$ cat src/rtl/neuron_param_loader_if.sv
// Stream-in / committed-parameters-out bundle between the config source and the neuron.
// The slave modport is the loader's side; the master modport drives bytes and observes results.
interface neuron_param_loader_if;
    logic [7:0] data_in;
    logic       data_valid;
    logic [7:0] external_input_current;
    logic [7:0] threshold;
    logic [7:0] leak;
    logic [5:0] refractory_period;
    logic [7:0] scale_factor;
    logic       feedback_delay;
    logic       params_valid;
    logic       busy;
    logic       config_done;
    logic       config_error;

    modport slave (
        input  data_in,
        input  data_valid,
        output external_input_current,
        output threshold,
        output leak,
        output refractory_period,
        output scale_factor,
        output feedback_delay,
        output params_valid,
        output busy,
        output config_done,
        output config_error
    );

    modport master (
        output data_in,
        output data_valid,
        input  external_input_current,
        input  threshold,
        input  leak,
        input  refractory_period,
        input  scale_factor,
        input  feedback_delay,
        input  params_valid,
        input  busy,
        input  config_done,
        input  config_error
    );
endinterface

$ cat src/rtl/neuron_param_loader.sv
// Deserialises SYNC,P0..P5,CHK frames into a shadow bank and commits it atomically on a good XOR checksum.
// Latency: parameters and config_done appear the cycle after CHK is accepted; no backpressure, bytes taken whenever data_valid=1.
module neuron_param_loader #(
    parameter logic [7:0] SYNC_BYTE     = 8'hA5,
    parameter int         TIMEOUT       = 255,
    parameter logic [7:0] RST_THRESHOLD = 8'd128,
    parameter logic [7:0] RST_LEAK      = 8'd1,
    parameter logic [5:0] RST_REFRAC    = 6'd4,
    parameter logic [7:0] RST_SCALE     = 8'd1
) (
    input  logic                  clk,
    input  logic                  reset,
    neuron_param_loader_if.slave  bus
);

    typedef enum logic [1:0] {
        ST_IDLE  = 2'd0,
        ST_LOAD  = 2'd1,
        ST_CHECK = 2'd2
    } state_t;

    localparam logic [7:0] TIMEOUT_LAST = 8'(TIMEOUT - 1);

    state_t     state_q, state_d;
    logic [2:0] idx_q, idx_d;
    logic [7:0] xor_q, xor_d;
    logic [7:0] cnt_q, cnt_d;
    logic [7:0] shadow_q [6];
    logic [7:0] shadow_d [6];

    logic [7:0] cur_q, cur_d;
    logic [7:0] thr_q, thr_d;
    logic [7:0] leak_q, leak_d;
    logic [5:0] refrac_q, refrac_d;
    logic [7:0] scale_q, scale_d;
    logic       fbd_q, fbd_d;
    logic       pvld_q, pvld_d;
    logic       done_q, done_d;
    logic       err_q, err_d;

    always_ff @(posedge clk or posedge reset) begin
        if (reset) begin
            state_q  <= ST_IDLE;
            idx_q    <= 3'd0;
            xor_q    <= 8'd0;
            cnt_q    <= 8'd0;
            for (int i = 0; i < 6; i++) shadow_q[i] <= 8'd0;
            cur_q    <= 8'd0;
            thr_q    <= RST_THRESHOLD;
            leak_q   <= RST_LEAK;
            refrac_q <= RST_REFRAC;
            scale_q  <= RST_SCALE;
            fbd_q    <= 1'b0;
            pvld_q   <= 1'b0;
            done_q   <= 1'b0;
            err_q    <= 1'b0;
        end else begin
            state_q  <= state_d;
            idx_q    <= idx_d;
            xor_q    <= xor_d;
            cnt_q    <= cnt_d;
            for (int i = 0; i < 6; i++) shadow_q[i] <= shadow_d[i];
            cur_q    <= cur_d;
            thr_q    <= thr_d;
            leak_q   <= leak_d;
            refrac_q <= refrac_d;
            scale_q  <= scale_d;
            fbd_q    <= fbd_d;
            pvld_q   <= pvld_d;
            done_q   <= done_d;
            err_q    <= err_d;
        end
    end

    always_comb begin
        state_d  = state_q;
        idx_d    = idx_q;
        xor_d    = xor_q;
        cnt_d    = cnt_q;
        for (int i = 0; i < 6; i++) shadow_d[i] = shadow_q[i];
        cur_d    = cur_q;
        thr_d    = thr_q;
        leak_d   = leak_q;
        refrac_d = refrac_q;
        scale_d  = scale_q;
        fbd_d    = fbd_q;
        pvld_d   = pvld_q;
        done_d   = 1'b0;
        err_d    = 1'b0;

        case (state_q)
            ST_IDLE: begin
                cnt_d = 8'd0;
                if (bus.data_valid && (bus.data_in == SYNC_BYTE)) begin
                    state_d = ST_LOAD;
                    idx_d   = 3'd0;
                    xor_d   = 8'd0;
                end
            end
            ST_LOAD: begin
                if (bus.data_valid) begin
                    // A SYNC value here is ordinary payload; there is no resync.
                    shadow_d[idx_q] = bus.data_in;
                    xor_d           = xor_q ^ bus.data_in;
                    cnt_d           = 8'd0;
                    if (idx_q == 3'd5) begin
                        state_d = ST_CHECK;
                    end else begin
                        idx_d = idx_q + 3'd1;
                    end
                end else if (cnt_q == TIMEOUT_LAST) begin
                    state_d = ST_IDLE;
                    cnt_d   = 8'd0;
                    err_d   = 1'b1;
                end else begin
                    cnt_d = cnt_q + 8'd1;
                end
            end
            ST_CHECK: begin
                if (bus.data_valid) begin
                    state_d = ST_IDLE;
                    cnt_d   = 8'd0;
                    if (bus.data_in == xor_q) begin
                        cur_d    = shadow_q[0];
                        thr_d    = shadow_q[1];
                        leak_d   = shadow_q[2];
                        refrac_d = shadow_q[3][5:0];
                        scale_d  = shadow_q[4];
                        fbd_d    = shadow_q[5][0];
                        pvld_d   = 1'b1;
                        done_d   = 1'b1;
                    end else begin
                        err_d = 1'b1;
                    end
                end else if (cnt_q == TIMEOUT_LAST) begin
                    state_d = ST_IDLE;
                    cnt_d   = 8'd0;
                    err_d   = 1'b1;
                end else begin
                    cnt_d = cnt_q + 8'd1;
                end
            end
            default: begin
                state_d = ST_IDLE;
                cnt_d   = 8'd0;
            end
        endcase
    end

    // busy comes straight from the state register, so it rises the cycle after SYNC.
    assign bus.busy                   = (state_q != ST_IDLE);
    assign bus.external_input_current = cur_q;
    assign bus.threshold              = thr_q;
    assign bus.leak                   = leak_q;
    assign bus.refractory_period      = refrac_q;
    assign bus.scale_factor           = scale_q;
    assign bus.feedback_delay         = fbd_q;
    assign bus.params_valid           = pvld_q;
    assign bus.config_done            = done_q;
    assign bus.config_error           = err_q;

endmodule

$ cat src/flat_wrapper.sv
// flat-port wrapper written by rule: the top's interface ports become plain ports
module neuron_param_loader_flat 
#(
    parameter logic [7:0] SYNC_BYTE     = 8'hA5,
    parameter int         TIMEOUT       = 255,
    parameter logic [7:0] RST_THRESHOLD = 8'd128,
    parameter logic [7:0] RST_LEAK      = 8'd1,
    parameter logic [5:0] RST_REFRAC    = 6'd4,
    parameter logic [7:0] RST_SCALE     = 8'd1
)
  (clk, reset, bus_data_in, bus_data_valid, bus_external_input_current, bus_threshold, bus_leak, bus_refractory_period, bus_scale_factor, bus_feedback_delay, bus_params_valid, bus_busy, bus_config_done, bus_config_error);
  neuron_param_loader_if bus_i ();
  input  logic clk;
  input  logic reset;
  input wire logic [$bits(bus_i.data_in)-1:0] bus_data_in;
  input wire logic [$bits(bus_i.data_valid)-1:0] bus_data_valid;
  output wire logic [$bits(bus_i.external_input_current)-1:0] bus_external_input_current;
  output wire logic [$bits(bus_i.threshold)-1:0] bus_threshold;
  output wire logic [$bits(bus_i.leak)-1:0] bus_leak;
  output wire logic [$bits(bus_i.refractory_period)-1:0] bus_refractory_period;
  output wire logic [$bits(bus_i.scale_factor)-1:0] bus_scale_factor;
  output wire logic [$bits(bus_i.feedback_delay)-1:0] bus_feedback_delay;
  output wire logic [$bits(bus_i.params_valid)-1:0] bus_params_valid;
  output wire logic [$bits(bus_i.busy)-1:0] bus_busy;
  output wire logic [$bits(bus_i.config_done)-1:0] bus_config_done;
  output wire logic [$bits(bus_i.config_error)-1:0] bus_config_error;
  assign bus_i.data_in = bus_data_in;
  assign bus_i.data_valid = bus_data_valid;
  assign bus_external_input_current = bus_i.external_input_current;
  assign bus_threshold = bus_i.threshold;
  assign bus_leak = bus_i.leak;
  assign bus_refractory_period = bus_i.refractory_period;
  assign bus_scale_factor = bus_i.scale_factor;
  assign bus_feedback_delay = bus_i.feedback_delay;
  assign bus_params_valid = bus_i.params_valid;
  assign bus_busy = bus_i.busy;
  assign bus_config_done = bus_i.config_done;
  assign bus_config_error = bus_i.config_error;
  neuron_param_loader #(.SYNC_BYTE(SYNC_BYTE), .TIMEOUT(TIMEOUT), .RST_THRESHOLD(RST_THRESHOLD), .RST_LEAK(RST_LEAK), .RST_REFRAC(RST_REFRAC), .RST_SCALE(RST_SCALE)) u_core (.clk(clk), .reset(reset), .bus(bus_i));
endmodule
$ cat config.mk
export PLATFORM = sky130hd
export DESIGN_NAME = neuron_param_loader_flat
export DESIGN_NICKNAME = d
export VERILOG_FILES = /design/src/rtl/neuron_param_loader_if.sv /design/src/rtl/neuron_param_loader.sv /design/src/flat_wrapper.sv
export SDC_FILE = /design/constraint.sdc
export NUM_CORES = 1
export LEC_CHECK = 0
export ABC_AREA = 1
export CAP_MARGIN = 10
export CORE_MARGIN = 3
export CORE_UTILIZATION = 46
export CTS_CLUSTER_DIAMETER = 40
export CTS_CLUSTER_SIZE = 12
export DETAILED_ROUTE_END_ITERATION = 12
export PLACE_DENSITY = 0.68
export SYNTH_ARGS = -nofsm -noshare
export SYNTH_HDL_FRONTEND = slang
export SYNTH_SLANG_ARGS = --single-unit
$ cat constraint.sdc
create_clock -name clk -period 3.95 [get_ports clk]
set_input_delay 0.79 -clock clk [delete_from_list [all_inputs] [get_ports clk]]
set_output_delay 0.79 -clock clk [all_outputs]
set_load 0.02 [all_outputs]
==> metrics <==
post-synthesis sequential area ratio 0.581; CP max stage cell nand3_2; Post-CTS Setup Inserts 0; RSZ-0062 raised after global routing no; ratio of routed vias to standard cells a little under 5; worst slew pin tran ~0.84 ns; full die area between 10,000 and 15,000 um2; Req. time, crit path 4.21 ns; Setup Viol. Count Final 0; first-pass GRT wire length 15,300 um; worst stage delay on the critical path 0.67 ns; nets 554; worst relative slew slack 0.440; Post-CTS Hold Buffers 0; CORE AREA 9280 um2; CTS sink count 102; Final GP Congestion 0.792; Post-DP HPWL between 6000 and 7000 um; Synth Register Bits just over 100; grt met2 use 0.271; Pre-antenna DRT Iters 4; routed wire length per instance approximately 14 um; Chip Width 104 um; GRT busiest layer met2; drt drc 0; Post-Syn Area per Cell 9.08 um2; share of the synthesized area in the top cell type 0.557; total global-route track usage 0.172; Final period util 0.683; largest net degree at the start of global routing 54; post-layout util 0.561; Starting Density 0.475; worst path bufs/invs 3; Fin Clk Skew 0.00909 ns; most frequent CP cell nand2_1; Die Ht 104 um; crit end category register; cell area after synthesis 4410 um2; fmax 0.371 GHz; # diodes 0; Row Count 35; static leakage 2.54 nW; global route overflow 0; GR Util met3 0.0255; worst reg-to-reg setup slack 1.79 ns; clk root buf clkbuf_8; CP top delay family simple AND/OR/NAND/NOR gates; share of cells above drive strength 1 0.120; post-synth net total 504; Worst Path Max Fanout 40; Synth cell types 30; Final ANT Viol Nets 0; setup TNS 0 ns; CTS tree built; most frequent cells in the layout 200 x nand2_1, 98 x dfrtp_1, 53 x clkdlybuf4s50_1; WP data arrival 2.96 ns; power density over the cells approximately 570 nW/um2; register area 2560 um2; warnings from Yosys 0; Top Ports 54; via count between 3,000 and 4,000; number of port buffers 53; Final Hold Fails 0; initial antenna violation count 0; Final Max Tran Viols 0; Hold Path Class register to register; Layout Area Growth over Synthesis 18.3%; WL final 9070 um; vias in the first global route 3,127; Final min period 2.70 ns; status finished clean; most common cell after layout, fill and taps aside nand2_1; CTS resizes 0; Starting DRT DRC Count 158; M1 GR Usage 0.249; multi-input logic area 1590 um2; VDD IR max 0.355 mV; Max Cap Viol 0; crit start category input port; # fillers 876; post-synth top area cell dfrtp_1; crit path kind input port to register; Post-Syn Instances 485; TritonCTS Buffers 9; clk slew on worst S/H paths 0.10 ns; critical-path cell list clkdlybuf4s50_1, inv_2, nand2_1, nand2_1, inv_1, nor3_2, nand3_2, nand2_1, nand2_1; deepest clock path buffer count 2; H-tree depth 3; largest cells by area after synthesis dfrtp_1 56%, nand2_1 17%, o21ai_1 3.2%; worst skew pair latency 0.37 ns
==> per-layer routing <==
layer | share of wire | up-vias
li1 | - | 1621
met1 | 0.49 | 1556
met2 | 0.46 | 51
met3 | 0.028 | 13
met4 | 0.014 | 0
met5 | 0 | -
==> worst reg2reg max path, stage by stage (launching register included) <==
cell,delay [ns]
dfrtp_1,0.45
inv_1,0.10
ha_1,0.53
nand2_2,0.18
nor2_2,0.21
nand2_1,0.35
nand2_1,0.16
o21ai_1,0.07
==> sequential cells by signal, summed over array words and instances (netlist names), 3 cells and up <==
| register | flops |
|---|---|
| u_core.bus.threshold | 8 |
| u_core.bus.refractory_period | 6 |
| u_core.xor_q | 8 |
| u_core.cnt_q | 8 |
| u_core.bus.external_input_current | 8 |
| u_core.bus.leak | 8 |
| u_core.bus.scale_factor | 8 |
| u_core.shadow_q | 39 |
| u_core.idx_q | 3 |
==> final timing paths <==
| path | from | end | depth (start not counted) |
|---|---|---|---|
| max | bus_data_in[0] | u_core.bus.scale_factor[7]$_DFFE_PP0P_ | 9 |
| min | u_core.bus.leak[0]$_DFFE_PP1P_ | u_core.bus.leak[0]$_DFFE_PP1P_ | 2 |
| max reg2reg | u_core.state_q[1]$_DFFE_PP0P_ | u_core.shadow_q[38]$_DFFE_PP0P_ | 7 |
| min reg2reg | u_core.bus.leak[0]$_DFFE_PP1P_ | u_core.bus.leak[0]$_DFFE_PP1P_ | 2 |
| max in group asynchronous | reset | u_core.bus.leak[0]$_DFFE_PP1P_ | 3 |
| min in group asynchronous | reset | u_core.bus.params_valid$_DFFE_PP0P_ | 2 |
==> cells in the mapped netlist <==
| master | number |
|---|---|
| a21oi_1 | 3 |
| a31oi_1 | 1 |
| buf_2 | 5 |
| buf_6 | 8 |
| buf_8 | 1 |
| clkbuf_1 | 2 |
| dfrtp_1 | 98 |
| dfstp_2 | 4 |
| ha_1 | 8 |
| inv_1 | 23 |
| inv_2 | 8 |
| nand2_1 | 200 |
| nand2_2 | 17 |
| nand3_1 | 11 |
| nand3_2 | 2 |
| nand3b_1 | 1 |
| nand4_1 | 1 |
| nor2_1 | 17 |
| nor2_2 | 4 |
| nor2_4 | 1 |
| nor3_1 | 3 |
| nor3_2 | 1 |
| nor4_1 | 1 |
| o21a_1 | 1 |
| o21ai_0 | 20 |
| o21ai_1 | 28 |
| o21ai_2 | 8 |
| o21ai_4 | 1 |
| xnor2_1 | 1 |
| xor2_1 | 6 |
==> cell families (layout without fill, tap and decap cells) <==
family                     Yosys count  in the layout  synth area share
xor gates and xnor gates             7              7            0.0139
AOI/OAI and AO/OA                   62             62            0.0807
DFF                                102            102             0.581
buffers and inverters               47            102            0.0577
and+or+nand+nor                    259            259             0.245
adders and majority gates            8              8            0.0227
==> final cells by class <==
type                            count  area share
Inverter                           31      0.0228
Clock buffer                        9      0.0238
Multi-Input combinational cell    336       0.306
Sequential cell                   102       0.491
Timing Repair Buffer               55       0.107
Tap cell                          129      0.0310
Clock inverter                      7      0.0187
==> metrics by stage <==
stage          total power, mW  hold slack [ns]  area, um2  setup WS [ns]  std cells
2_1_floorplan             2.07            0.442       4410          0.491        485
3_3_place_gp              2.24            0.452       4990          0.937        653
3_5_place_dp              2.27            0.456       4990          0.804        653
4_1_cts                   3.00            0.476       5210           1.19        669
5_1_grt                   3.19            0.502       5210           1.04        669
6_report                  2.98            0.475       5210           1.25        669
==> power breakdown <==
group | switching [mW] | internal [mW]
combinational | 0.496 | 0.280
clock | 0.371 | 0.360
sequential | 0.179 | 1.29
total | 1.05 | 1.93
No activity file was read; power rests on OpenSTA's default activity.
==> patch 1: new RTL, same flow settings <==
Re-encode `state_t` (3 states) as one-hot, 3 bits wide.
--- a/src/rtl/neuron_param_loader.sv
+++ b/src/rtl/neuron_param_loader.sv
@@ -14,8 +14,8 @@
 );
 
-    typedef enum logic [1:0] {
-        ST_IDLE  = 2'd0,
-        ST_LOAD  = 2'd1,
-        ST_CHECK = 2'd2
+    typedef enum logic [2:0] {
+        ST_IDLE  = 3'b001,
+        ST_LOAD  = 3'b010,
+        ST_CHECK = 3'b100
     } state_t;
 
Function: same outputs for any inputs over 10 cycles, from zero or initial values and one cycle with reset high; not proved beyond that.
==> patch 1 against the original RTL <==
  * Synthesized cell count up 6.0%
  * Global-route usage increased by 1.9 points
  * Routed wire length is 12% higher
  * Clock skew is 0.012 ns higher
  * Count of clock-buffer cells in the layout rose by 1
  * Register-to-register slack improved by 0.45 ns
  * Sequential cell count up 1
  * Setup slack lost 0.087 ns
  * Cell area up 4.2%
  * Power shrank 18%
  * Synthesized area up 5.0%
  * Highest routed layer unchanged
  * Die area is 4.7% higher
==> patch 1: results (changes against the original RTL) <==
| Group | Item | Value | vs unedited |
| --- | --- | --- | --- |
| outcome | Run status | complete, no violations |  |
| setup path | Kind of cell with the highest combined delay on the critical path | buffers and inverters |  |
| global routing | Via count of the first global-routing pass | 3488 | +12% |
| synthesis | List of most frequent post-synthesis cells | sky130_fd_sc_hd__nand2_1 (188), sky130_fd_sc_hd__dfrtp_1 (98), sky130_fd_sc_hd__nand4_1 (49), sky130_fd_sc_hd__inv_1 (33) |  |
| setup path | Worst flop-to-flop path startpoint | u_core.state_q[0]$_DFFE_PP1P_ |  |
| power and ir drop | Worst vdd ir | 0.302 mV | -15% |
| cells and area | Final-layout clock buffer total | 10 | +1 |
| synthesis | Average size of a mapped cell | 9.00 µm² | -0.90% |
| cells and area | Seq. cell area | 2580 µm² | +1.0% |
| global routing | Global routing usage summed across all routing layers | 19.1% | +1.9 points |
| synthesis | Synthesized netlist cell count | 514 | +6.0% |
| global routing | Wire length of the first global-routing pass | 17300 µm | +13% |
| detailed routing | Routed via count | 3654 | +13% |
| synthesis | Sequential fraction of the synthesis area | 55.8% | -2.2 points |
| placement | Half-perimeter wire length of the detailed placement result | 6650 µm | +5.1% |
| synthesis | Dominant cells by area after synthesis | sky130_fd_sc_hd__dfrtp_1 (53%), sky130_fd_sc_hd__nand2_1 (15%), sky130_fd_sc_hd__nand4_1 (6.6%) |  |
| power and ir drop | Leak pwr | 0.00265 µW | +4.5% |
| placement | Placement-stage worst setup slack | 1.19 ns | +0.387 ns |
| synthesis | XOR/XNOR share of the synthesized area | 0.946% | -0.45 points |
| cells and area | Count of inverters other than clock inverters in the layout | 42 | +35% |
| cells and area | Filler cell count | 894 | +2.1% |
| placement | Placed cell area | 5230 µm² | +4.8% |
| detailed routing | WL per Instance | 14.6 µm | +7.6% |
| synthesis | Mapped Nets | 529 | +5.0% |
| min path | Hold path startpoint | u_core.bus.refractory_period[2]$_DFFE_PP1P_ |  |
| cells and area | Number of ordinary and repair buffers in the finished layout | 58 | +5.5% |
| cells and area | Nets | 576 | +4.0% |
| cells and area | Clock-cell share | 3.62% | -0.63 points |
| sta | Upper clock frequency limit | 359 MHz | -3.1% |
| setup path | Crit path arrival time | 1.99 ns | -0.97 ns |
| placement | Total instance count after detailed placement | 679 | +4.0% |
| cells and area | Number of flip-flops and latches | 103 | +0.98% |
| sta | Minimum hold slack | 0.468 ns | -0.00740 ns |
| setup path | FF-to-FF setup slack | 2.24 ns | +0.45 ns |
| setup path | Critical path launch point | u_core.state_q[0]$_DFFE_PP1P_ |  |
| cells and area | Area taken by multi-input logic gates | 1750 µm² | +9.5% |
| setup path | Biggest fanout along the worst timing path | 4 | -90% |
| setup path | Worst setup endpoint | bus_busy |  |
| setup path | Endpoint of the worst-slack reg-to-reg timing path | u_core.bus.threshold[0]$_DFFE_PP0P_ |  |
| cells and area | Syn-to-layout area delta | 17.3% |  |
[patch 1: cell types whose count changed in the layout (fill, tap and decap cells not counted), moves of 4 or more]
cell                      delta
sky130_fd_sc_hd__xor2_1      -4
sky130_fd_sc_hd__inv_1      +10
sky130_fd_sc_hd__nand2_1    -12
sky130_fd_sc_hd__nand2_2    -17
sky130_fd_sc_hd__nand3_1    +14
sky130_fd_sc_hd__o21ai_2     +5
sky130_fd_sc_hd__o21ai_0    -18
sky130_fd_sc_hd__ha_1        -4
sky130_fd_sc_hd__nor2_1      -4
sky130_fd_sc_hd__nand4_1    +48
[patch 1: where the power goes]
part / total, µW / switching (µW) / leakage, µW / internal (µW)
Sequential: 1290 / 96.4 / 0.00139 / 1200
Combinational: 493 / 328 / 0.00117 / 165
Clock: 649 / 389 / 0.0000966 / 260
[patch 1: metal layers]
metal  global-route usage, %  vias up  wire length (µm)
li1                        -     1797                 -
met1                    27.6     1757              4840
met2                    29.6       93              4620
met3                    3.76        7               565
met4                    5.27        0               103
met5                       0        -                 0
==> patch 2: new RTL, config.mk and constraints unchanged <==
Without the edit above. `TIMEOUT` is set to 255 in 2 places; all go to 127.
--- a/src/rtl/neuron_param_loader.sv
+++ b/src/rtl/neuron_param_loader.sv
@@ -3,5 +3,5 @@
 module neuron_param_loader #(
     parameter logic [7:0] SYNC_BYTE     = 8'hA5,
-    parameter int         TIMEOUT       = 255,
+    parameter int         TIMEOUT       = 127,
     parameter logic [7:0] RST_THRESHOLD = 8'd128,
     parameter logic [7:0] RST_LEAK      = 8'd1,
--- a/src/flat_wrapper.sv
+++ b/src/flat_wrapper.sv
@@ -3,5 +3,5 @@
 #(
     parameter logic [7:0] SYNC_BYTE     = 8'hA5,
-    parameter int         TIMEOUT       = 255,
+    parameter int         TIMEOUT       = 127,
     parameter logic [7:0] RST_THRESHOLD = 8'd128,
     parameter logic [7:0] RST_LEAK      = 8'd1,
Formal check against the unedited RTL: same outputs for any inputs over 10 cycles, from zero or initial values and one cycle with reset high; that may be too few to reach the edited logic, so the function may still have changed.
==> patch 2 against the original RTL <==
  * Cell area down 2.3%
  * Critical endpoint is now bus_busy
  * Clock skew down 0.0011 ns
  * First-iteration DRC count down 8.9%
  * Die area down 2.1%
  * Sequential cell count unchanged
  * Setup slack better by 0.087 ns
  * Routed wire length down 2.3%
  * Cell count down 2.2%
  * Power down 7.5%
  * Largest power group unchanged
  * Synthesized area down 2.3%
  * Highest routed layer unchanged
==> patch 2: results (changes against the original RTL) <==
| Group | Item | Value | vs unedited |
| --- | --- | --- | --- |
| synthesis | List of most frequent post-synthesis cells | sky130_fd_sc_hd__nand2_1 (215), sky130_fd_sc_hd__dfrtp_1 (98), sky130_fd_sc_hd__o21ai_0 (34), sky130_fd_sc_hd__inv_1 (25), sky130_fd_sc_hd__nor2_1 (20) |  |
| detailed routing | WL per Instance | 13.5 µm | about the same |
| synthesis | Dominant cells by area after synthesis | sky130_fd_sc_hd__dfrtp_1 (57%), sky130_fd_sc_hd__nand2_1 (19%), sky130_fd_sc_hd__o21ai_0 (4.0%) |  |
| setup path | Kind of cell with the highest combined delay on the critical path | buffers and inverters |  |
| placement | Final GP Congestion | 0.831 | +4.9% |
| synthesis | Mapped Nets | 509 | +0.99% |
| synthesis | Sequential fraction of the synthesis area | 59.4% | +1.3 points |
| outcome | Run status | complete, no violations |  |
| global routing | Pin count of the biggest net entering global routing | 56 | +3.7% |
| detailed routing | Routed WL | 8860 µm | -2.3% |
| detailed routing | Routed via count | 3235 | -0.19% |
| setup path | Biggest fanout along the worst timing path | 4 | -90% |
| setup path | FF-to-FF setup slack | 1.77 ns | -0.02 ns |
| placement | Half-perimeter wire length of the detailed placement result | 6160 µm | -2.7% |
| global routing | Via count of the first global-routing pass | 3090 | -1.2% |
| power and ir drop | Power per cell area | 541 nW/µm² | -5.3% |
| cells and area | Filler cell count | 791 | -9.7% |
| synthesis | Post-synthesis cell type count | 24 | -20% |
| setup path | Crit path arrival time | 1.82 ns | -1.14 ns |
| power and ir drop | Share of total power consumed by net switching | 35.4% | +0.30 points |
| sta | Upper clock frequency limit | 383 MHz | +3.3% |
| placement | Placed cell area | 4910 µm² | -1.7% |
| sta | Minimum hold slack | 0.472 ns | -0.00358 ns |
| synthesis | Average size of a mapped cell | 8.79 µm² | -3.3% |
| global routing | Global routing usage summed across all routing layers | 18.2% | +0.98 points |
==> patch 2: changes by cell type after synthesis, moves of 4 or more <==
| cell | unedited run | this run |
|---|---|---|
| sky130_fd_sc_hd__buf_6 | 8 | 4 |
| sky130_fd_sc_hd__nand2_1 | 200 | 215 |
| sky130_fd_sc_hd__o21ai_0 | 20 | 34 |
| sky130_fd_sc_hd__buf_2 | 5 | 10 |
| sky130_fd_sc_hd__o21ai_2 | 8 | 0 |
| sky130_fd_sc_hd__nand2_2 | 17 | 7 |
| sky130_fd_sc_hd__o21ai_1 | 28 | 19 |
==> patch 2: cell families after synthesis <==
logic type,after synthesis,share of synthesized area [%]
AOI/OAI and AO/OA,57,6.65
xor gates and xnor gates,7,1.42
adders and majority gates,8,2.32
buffers and inverters,48,5.17
DFF,102,59.4
and+or+nand+nor,268,25.0
==> patch 2: per-layer routing <==
| layer | up-vias | track usage (%) | share of wire [%] |
|---|---|---|---|
| met5 | - | 0 | 0 |
| met4 | 0 | 4.68 | 1.3 |
| met3 | 12 | 4.26 | 4.2 |
| met2 | 72 | 28.7 | 46 |
| met1 | 1528 | 25.6 | 48 |
| li1 | 1623 | - | - |
==> patch 2: cell type report <==
class,instances,share of cell area (%)
repair buffers,56,11.1
inverters,32,2.41
well taps,108,2.65
multi-input cells,340,30.0
flip-flops and latches,102,50.2
clock buffers,10,2.70
clock inverters,6,0.910
==> patch 2: final timing paths <==
| kind | start | to |
|---|---|---|
| worst min register to register | u_core.bus.refractory_period[2]$_DFFE_PP1P_ | u_core.bus.refractory_period[2]$_DFFE_PP1P_ |
| max in group asynchronous | reset | u_core.bus.leak[0]$_DFFE_PP1P_ |
| worst min-delay path | u_core.bus.refractory_period[2]$_DFFE_PP1P_ | u_core.bus.refractory_period[2]$_DFFE_PP1P_ |
| min in group asynchronous | reset | u_core.bus.external_input_current[6]$_DFFE_PP0P_ |
| worst max register to register | u_core.state_q[1]$_DFFE_PP0P_ | u_core.shadow_q[35]$_DFFE_PP0P_ |
| worst max-delay path | u_core.state_q[0]$_DFFE_PP0P_ | bus_busy |
==> patch 2: power groups by stage <==
| stage | clock (µW) | sequential [µW] | combinational, µW |
|---|---|---|---|
| after floorplan | 0 | 1420 | 549 |
| after global placement | 0 | 1450 | 686 |
| after detailed placement | 0 | 1450 | 710 |
| after CTS | 628 | 1430 | 715 |
| after global routing | 671 | 1470 | 828 |
| final | 613 | 1440 | 705 |
==> patch 2: tightest hold or removal path: cells and delay by family (launching register included) <==
family           cells  cell delay, ns
and+or+nand+nor      2            0.10
DFF                  1            0.38
